==> config.mk <==
export PLATFORM = sky130hd
export DESIGN_NAME = vedic_mac_4x4
export DESIGN_NICKNAME = d
export VERILOG_FILES = /design/src/rtl/vedic_mac_4x4.sv
export SDC_FILE = /design/constraint.sdc
export NUM_CORES = 1
export LEC_CHECK = 0
export BUFFER_PORTS_ARGS = -buffer_cell sky130_fd_sc_hd__buf_2
export CORE_MARGIN = 2
export CORE_UTILIZATION = 35
export DETAILED_ROUTE_END_ITERATION = 6
export GPL_TIMING_DRIVEN = 0
export HOLD_SLACK_MARGIN = 0.08
export SETUP_SLACK_MARGIN = 0.15
export SLEW_MARGIN = 20
export SYNTH_ARGS = -nofsm -noshare
export SYNTH_HDL_FRONTEND = slang
export SYNTH_SLANG_ARGS = --single-unit
==> constraint.sdc <==
create_clock -name clk -period 8.49 [get_ports clk]
set_input_delay 1.698 -clock clk [delete_from_list [all_inputs] [get_ports clk]]
set_output_delay 1.698 -clock clk [all_outputs]
set_load 0.02 [all_outputs]
==> src/rtl/vedic_mac_4x4.sv <==
// ---------------------------------------------------------------------------
// vedic_mac_4x4 : two-stage pipelined 4x4 unsigned multiply-accumulate built
// from four 2x2 Vedic (Urdhva-Tiryakbhyam) multipliers.
//
// Parameters
//   ACC_W  accumulator / result width (legal 8..32), default 12
//   CNT_W  beat-counter width, default 8
//
// Ports
//   clk        in   single clock, rising edge
//   rst_n      in   asynchronous active-low reset
//   mul_1      in   [3:0] multiplicand
//   mul_2      in   [3:0] multiplier
//   in_first   in   beat starts a new accumulation
//   in_last    in   beat ends the current accumulation
//   in_valid   in   input beat present
//   in_ready   out  input beat accepted this cycle when in_valid=1
//   acc        out  [ACC_W-1:0] running sum including the current output beat
//   product    out  [7:0] product of the current output beat
//   beat_cnt   out  [CNT_W-1:0] beats since the last in_first (saturating)
//   out_last   out  output beat carries in_last
//   out_valid  out  output beat present
//   out_ready  in   downstream accepts the output beat
//
// Handshake: a beat moves across an interface on a rising edge where its
// valid and ready are both 1. valid never depends on ready; in_ready depends
// combinationally on out_ready so the pipe can stream one beat per cycle.
//
// Build option
//   VEDIC_MAC_SAT_EN  defined: accumulation clamps at 2^ACC_W-1 and stays
//                     there until the next in_first beat.
//                     undefined: accumulation wraps modulo 2^ACC_W.
// ---------------------------------------------------------------------------

// 2x2 Vedic multiplier: vertical and crosswise partial products.
module vedic_2x2 (
  input  logic [1:0] a_i,
  input  logic [1:0] b_i,
  output logic [3:0] p_o
);
  logic cross_c;

  always_comb begin
    p_o[0]  = a_i[0] & b_i[0];
    // crosswise terms: their sum is bit 1, their carry feeds bit 2
    p_o[1]  = (a_i[1] & b_i[0]) ^ (a_i[0] & b_i[1]);
    cross_c = (a_i[1] & b_i[0]) & (a_i[0] & b_i[1]);
    p_o[2]  = (a_i[1] & b_i[1]) ^ cross_c;
    p_o[3]  = (a_i[1] & b_i[1]) & cross_c;
  end
endmodule

module vedic_mac_4x4 #(
  parameter int ACC_W = 12,
  parameter int CNT_W = 8
) (
  input  logic             clk,
  input  logic             rst_n,
  input  logic [3:0]       mul_1,
  input  logic [3:0]       mul_2,
  input  logic             in_first,
  input  logic             in_last,
  input  logic             in_valid,
  output logic             in_ready,
  output logic [ACC_W-1:0] acc,
  output logic [7:0]       product,
  output logic [CNT_W-1:0] beat_cnt,
  output logic             out_last,
  output logic             out_valid,
  input  logic             out_ready
);

  // -------------------------------------------------------------------------
  // Partial products (combinational, registered in stage 1)
  // -------------------------------------------------------------------------
  logic [3:0] pp_ll, pp_lh, pp_hl, pp_hh;

  vedic_2x2 u_pp_ll (.a_i(mul_1[1:0]), .b_i(mul_2[1:0]), .p_o(pp_ll));
  vedic_2x2 u_pp_lh (.a_i(mul_1[1:0]), .b_i(mul_2[3:2]), .p_o(pp_lh));
  vedic_2x2 u_pp_hl (.a_i(mul_1[3:2]), .b_i(mul_2[1:0]), .p_o(pp_hl));
  vedic_2x2 u_pp_hh (.a_i(mul_1[3:2]), .b_i(mul_2[3:2]), .p_o(pp_hh));

  // -------------------------------------------------------------------------
  // Stage registers
  // -------------------------------------------------------------------------
  logic             s1_valid_q, s1_valid_d;
  logic [3:0]       s1_ll_q, s1_ll_d;
  logic [3:0]       s1_lh_q, s1_lh_d;
  logic [3:0]       s1_hl_q, s1_hl_d;
  logic [3:0]       s1_hh_q, s1_hh_d;
  logic             s1_first_q, s1_first_d;
  logic             s1_last_q, s1_last_d;

  logic             s2_valid_q, s2_valid_d;
  logic [ACC_W-1:0] acc_q, acc_d;
  logic [7:0]       prod_q, prod_d;
  logic [CNT_W-1:0] cnt_q, cnt_d;
  logic             last_q, last_d;

  // -------------------------------------------------------------------------
  // Pipeline control
  // -------------------------------------------------------------------------
  logic in_fire;   // beat enters stage 1
  logic s2_load;   // stage 1 beat enters stage 2
  logic out_fire;  // stage 2 beat leaves

  // Stage 1 can take a new beat unless both stages are full and the output
  // is stalled; when stage 2 drains this cycle stage 1 drains into it.
  assign in_ready = ~(s1_valid_q & s2_valid_q & ~out_ready);
  assign in_fire  = in_valid & in_ready;
  assign s2_load  = s1_valid_q & (~s2_valid_q | out_ready);
  assign out_fire = s2_valid_q & out_ready;

  // -------------------------------------------------------------------------
  // Stage 2 arithmetic
  // -------------------------------------------------------------------------
  logic [4:0]       mid_sum;   // lh + hl, up to 18
  logic [ACC_W-1:0] prod_ext;
  logic [ACC_W-1:0] acc_base;
  logic [ACC_W-1:0] acc_next;
  logic [CNT_W-1:0] cnt_next;

`ifdef VEDIC_MAC_SAT_EN
  logic [ACC_W:0]   acc_sum;   // one extra bit to catch the overflow
`endif

  always_comb begin
    mid_sum  = {1'b0, s1_lh_q} + {1'b0, s1_hl_q};
    // hh<<4 + (lh+hl)<<2 + ll ; max 225 so 8 bits never truncate
    prod_d   = {s1_hh_q, 4'b0000} + {1'b0, mid_sum, 2'b00} + {4'b0000, s1_ll_q};
    prod_ext = ACC_W'(prod_d);
    // an in_first beat restarts the sum from zero
    acc_base = s1_first_q ? '0 : acc_q;
`ifdef VEDIC_MAC_SAT_EN
    acc_sum  = {1'b0, acc_base} + {1'b0, prod_ext};
    acc_next = acc_sum[ACC_W] ? {ACC_W{1'b1}} : acc_sum[ACC_W-1:0];
`else
    acc_next = acc_base + prod_ext;
`endif
    if (s1_first_q) begin
      cnt_next = CNT_W'(1);
    end else if (cnt_q == {CNT_W{1'b1}}) begin
      cnt_next = cnt_q;
    end else begin
      cnt_next = cnt_q + CNT_W'(1);
    end
  end

  // -------------------------------------------------------------------------
  // Next-state
  // -------------------------------------------------------------------------
  always_comb begin
    s1_valid_d = s1_valid_q;
    s1_ll_d    = s1_ll_q;
    s1_lh_d    = s1_lh_q;
    s1_hl_d    = s1_hl_q;
    s1_hh_d    = s1_hh_q;
    s1_first_d = s1_first_q;
    s1_last_d  = s1_last_q;
    s2_valid_d = s2_valid_q;
    acc_d      = acc_q;
    prod_d_hold: begin end
    cnt_d      = cnt_q;
    last_d     = last_q;

    // stage 1: capture a new beat, or empty out when it moved to stage 2
    if (in_fire) begin
      s1_valid_d = 1'b1;
      s1_ll_d    = pp_ll;
      s1_lh_d    = pp_lh;
      s1_hl_d    = pp_hl;
      s1_hh_d    = pp_hh;
      s1_first_d = in_first;
      s1_last_d  = in_last;
    end else if (s2_load) begin
      s1_valid_d = 1'b0;
    end

    // stage 2: acc and friends change only when a beat enters
    if (s2_load) begin
      s2_valid_d = 1'b1;
      acc_d      = acc_next;
      cnt_d      = cnt_next;
      last_d     = s1_last_q;
    end else if (out_fire) begin
      s2_valid_d = 1'b0;
    end
  end

  logic [7:0] prod_nq;
  assign prod_nq = s2_load ? prod_d : prod_q;

  // -------------------------------------------------------------------------
  // State registers
  // -------------------------------------------------------------------------
  always_ff @(posedge clk or negedge rst_n) begin
    if (!rst_n) begin
      s1_valid_q <= 1'b0;
      s1_ll_q    <= '0;
      s1_lh_q    <= '0;
      s1_hl_q    <= '0;
      s1_hh_q    <= '0;
      s1_first_q <= 1'b0;
      s1_last_q  <= 1'b0;
      s2_valid_q <= 1'b0;
      acc_q      <= '0;
      prod_q     <= '0;
      cnt_q      <= '0;
      last_q     <= 1'b0;
    end else begin
      s1_valid_q <= s1_valid_d;
      s1_ll_q    <= s1_ll_d;
      s1_lh_q    <= s1_lh_d;
      s1_hl_q    <= s1_hl_d;
      s1_hh_q    <= s1_hh_d;
      s1_first_q <= s1_first_d;
      s1_last_q  <= s1_last_d;
      s2_valid_q <= s2_valid_d;
      acc_q      <= acc_d;
      prod_q     <= prod_nq;
      cnt_q      <= cnt_d;
      last_q     <= last_d;
    end
  end

  assign acc       = acc_q;
  assign product   = prod_q;
  assign beat_cnt  = cnt_q;
  assign out_last  = last_q;
  assign out_valid = s2_valid_q;

endmodule

After elaboration in Yosys (flattened, before gate mapping)
Index checks and enable logic that the tools add are counted.
Widths: inputs -> output; s select.
{ "word_totals": {"ff_bits": 49, "input_bits": 14, "output_inout_bits": 31, "wordCells": 70} }
{ "op_classes": {"n_addsub": 5, "n_eq_ne": 2, "mux": 7, "n_bitwise": 41, "n_reduce_logical": 3} }
{ "ops": {"columns": ["op", "count"], "rows": [
  ["$and 1x1->1", 29],
  ["$mux 8", 2],
  ["$add 12x8->12", 1],
  ["$mux 12", 1],
  ["$add 8x1->8 const B", 1],
  ["$add 8x4->8", 1],
  ["$add 8x7->8", 1],
  ["$eq 8x8->1 const B", 1],
  ["$xor 1x1->1", 8],
  ["$add 4x4->5", 1],
  ["$mux 1", 4],
  ["$reduce_bool 2->1", 2],
  ["$not 1->1", 3],
  ["$ne 2x2->1 const B", 1],
  ["$reduce_and 2->1", 1],
  ["$or 1x1->1", 1]
]} }

Logic depth before layout (Yosys ltp)
{ "depth": {"word_depth": 5, "mapped_depth": 15, "depth_no_buf": 15} }

By module
Synthesis repeated with hierarchy kept, for this count alone.
{ "hier_totals": {"cells_unflattened": 295, "area_unflattened_um2": 2951.6} }
{ "by_module_without_submodules": {"columns": ["module", "instances", "cells_each", "area_per_inst_um2", "seq_area_each_um2"], "rows": [
  ["vedic_mac_4x4", 1, 271, 2751.4, 1226.2],
  ["vedic_2x2", 4, 6, 50.0, 0.0]
]} }

Worst setup path before layout
OpenSTA, ideal clock, no wires.
{ "synth_path": {"path_type": "input to output", "startpoint": "input out_ready", "endpoint": "output in_ready", "arrival_ns": 1.981, "required_ns": 6.792, "path_slack_ns": 4.811, "cell_stages": 1, "path_buffers": 0, "path_cell_list": "nand3b_1"} }
{ "synth_via": {"elab_chain_cells": 3} }
{ "synth_rtl": {"columns": ["element", "line", "rtl"], "rows": [
  ["start: declaration", "70", "input logic out_ready"],
  ["$not 1->1", "109", "assign in_ready = ~(s1_valid_q & s2_valid_q & ~out_ready);"],
  ["$and 1x1->1", "109", null],
  ["$not 1->1", "109", null],
  ["end: declaration", "64", "output logic in_ready,"]
]} }
Every way passes these cells.

Worst setup path after layout
Ends and elaborated chain as after synthesis.

==> run metrics <==
crit-path leading delay family=buffers and inverters; final setup margin=4610 ps; Async SR Flop Fraction=1.00; top cells by count, synth=dfrtp_1 (49), nand2_1 (44), ha_1 (27); Clock power frac=0.198; gpl congestion=0.857; initial antenna violation count=0; part of the cycle the worst path needs=0.458; IO Port Bufs=44; vias in the first global route=2184; status=completed; first-pass GRT wire length=10600 um; CP endpoint kind=output port; Max VDD drop=0.0775 mV; Synth top area share=0.421; max_cap viols=0; Core Rows=33; Area growth syn-to-layout=16.1%; WHS=479 ps; RSZ-0062 raised after global routing=false; Setup Crit Path Kind=primary input to output port; HP Class=register to register; Slew headroom=0.583; crit-path cells=buf_2, nand3b_1, buf_2; synthesized area per cell=10.1 um^2; fin crit period=3880 ps; Total GRT Usage=0.151; total congestion overflow=0; clock sinks=49; Routed Antenna Nets=0; fin nets=384; Mapped Cells=289; routed vias/inst=5.03; total power=862 uW; Leak=1.68 nW; worst endpoint required time=6790 ps; crit-path most repeated cell=buf_2; hold_buf cts=0; Post-Layout Cell Count=446; sequential fraction of the synthesis area=0.421; CTS root buffer=clkbuf_8; Netlist Area Pre-Place=2920 um^2; die footprint=9080 um^2; pre-CTS setup slack=4600 ps; vias=2243; share of cells above drive strength 1=0.185; DRC Markers=0; CTS tree=done; count leader, synth=dfrtp_1; post-CTS sizing=0; IO Count=45; Worst path slowest cell=nand3b_1; Switch Pwr=343 uW; placed cell count=438; HPWL after DPL=4830 um; Reg power frac=0.380; Fin. Hold Viols=0; Post-Route Setup TNS=0 ps; Pint=519 uW; Worst EP arrival=2190 ps; logic gate share of total power=0.421; Area contributors post-synth=dfrtp_1 (42%), ha_1 (12%), nand2_1 (5.7%); final setup violation count=0; Post-synth EDFFs=0; Routed WL=6330 um; clock slew at reported path FFs=100 ps; dominant cell type by area after synthesis=dfrtp_1; biggest cell delay along the critical path=200 ps; Worst Skew=4.90 ps; post-synth net total=333; flops & latches, synth=49; Die X-Extent=95.3 um; Starting DRT DRC Count=77; Num CTS Buffers=5; Synth Flop Type=dfrtp_1; drt first pass iters=4; DR WL/cell=14.2 um; Yosys warning count=0; startpoint types=primary input; Placeable Area=8130 um^2; pin count of the biggest net entering global routing=50; worst-path maximum fanout=3; Worst-Margin Slew=626 ps; ANT cells=0; Bufs and invs on worst path=2; Clock Path Buffers=2; Clock Latency Late Sink=300 ps; fmax=0.257 GHz; chip height=95.3 um; # Post-CTS Setup Buffers=0; Slew Viols, Final=0; switching share of power=0.398; Pwr Density=255 nW/um^2; Max H-tree Level=2; synth unique cells=50; Initial Util=0.358
==> flip-flops by register name, indices dropped and copies added, names as in the netlist <==
register	count
beat_cnt	8
s1_ll_q	4
s1_first_q	1
s1_hl_q	4
s1_valid_q	1
acc	12
product	8
out_valid	1
out_last	1
s1_lh_q	4
s1_last_q	1
s1_hh_q	4
==> per-layer routing <==
layer | track usage | vias to the layer above | wire (um)
li1 | - | 1121 | -
met1 | 0.211 | 1073 | 3010
met2 | 0.239 | 43 | 2980
met3 | 0.0324 | 6 | 272
met4 | 0.0338 | 0 | 64
met5 | 0 | - | 0
==> layout make-up <==
cell class | instances | area (um^2)
Multi-Input combinational cell | 227 | 1640
Inverter | 3 | 11.3
Clock inverter | 3 | 46.3
Sequential cell | 49 | 1230
Clock buffer | 5 | 68.8
Fill cell | 806 | 4750
Timing Repair Buffer | 44 | 223
Tap cell | 105 | 131
Buffer | 10 | 41.3
==> power groups by stage <==
stage,combinational [mW],sequential [mW],clock (mW)
after detailed placement,0.364,0.334,0
after floorplan,0.214,0.375,0
after CTS,0.366,0.329,0.179
after global placement,0.359,0.332,0
final,0.363,0.328,0.171
after global routing,0.407,0.337,0.185
==> metrics by stage <==
step / utilization / cell area [um^2]
after global routing: 0.416 / 3380
after CTS: 0.416 / 3380
final: 0.416 / 3380
after global placement: 0.402 / 3270
after detailed placement: 0.402 / 3270
after floorplan: - / 2920
==> cells by family (layout without fill, tap and decap cells) <==
group	after synthesis	after routing	synth area share
AO/OA/AOI/OAI	61	61	0.136
buffers and inverters	13	65	0.0180
multiplexers	16	16	0.0614
AND/OR/NAND/NOR	106	106	0.185
adder cells (fa/ha/maj)	30	30	0.136
XOR/XNOR	14	14	0.0421
flip-flops	49	49	0.421
==> cells in the final DEF, fill, tap and decap left out, drive strengths merged, types with 13 or more instances in the layout <==
| cell type | Yosys | routed |
|---|---|---|
| dfrtp | 49 | 49 |
| buf | 5 | 49 |
| ha | 27 | 27 |
| mux2 | 15 | 15 |
| a21oi | 13 | 13 |
| o21ai | 17 | 17 |
| and2 | 13 | 13 |
| nand2 | 44 | 44 |
==> worst min-delay path: stages, from the launching register on <==
cell and delay, ps:
dfrtp_1 360, nand2_1 50, nand2_1 50
==> worst paths after layout <==
kind | start | slack [ps] | endpoint | cells after the start
worst max-delay path | out_ready | 4610 | in_ready | 3
worst min-delay path | s1_last_q$_DFFE_PN0P_ | 480 | out_last$_DFFE_PN0P_ | 2
worst max register to register | s1_lh_q[0]$_DFFE_PN0P_ | 4900 | acc[8]$_DFFE_PN0P_ | 14
worst min register to register | s1_last_q$_DFFE_PN0P_ | 480 | out_last$_DFFE_PN0P_ | 2
max in group asynchronous | rst_n | 6670 | acc[5]$_DFFE_PN0P_ | 1
min in group asynchronous | rst_n | 1390 | beat_cnt[2]$_DFFE_PN0P_ | 1
(Power assumes the default switching activity.)
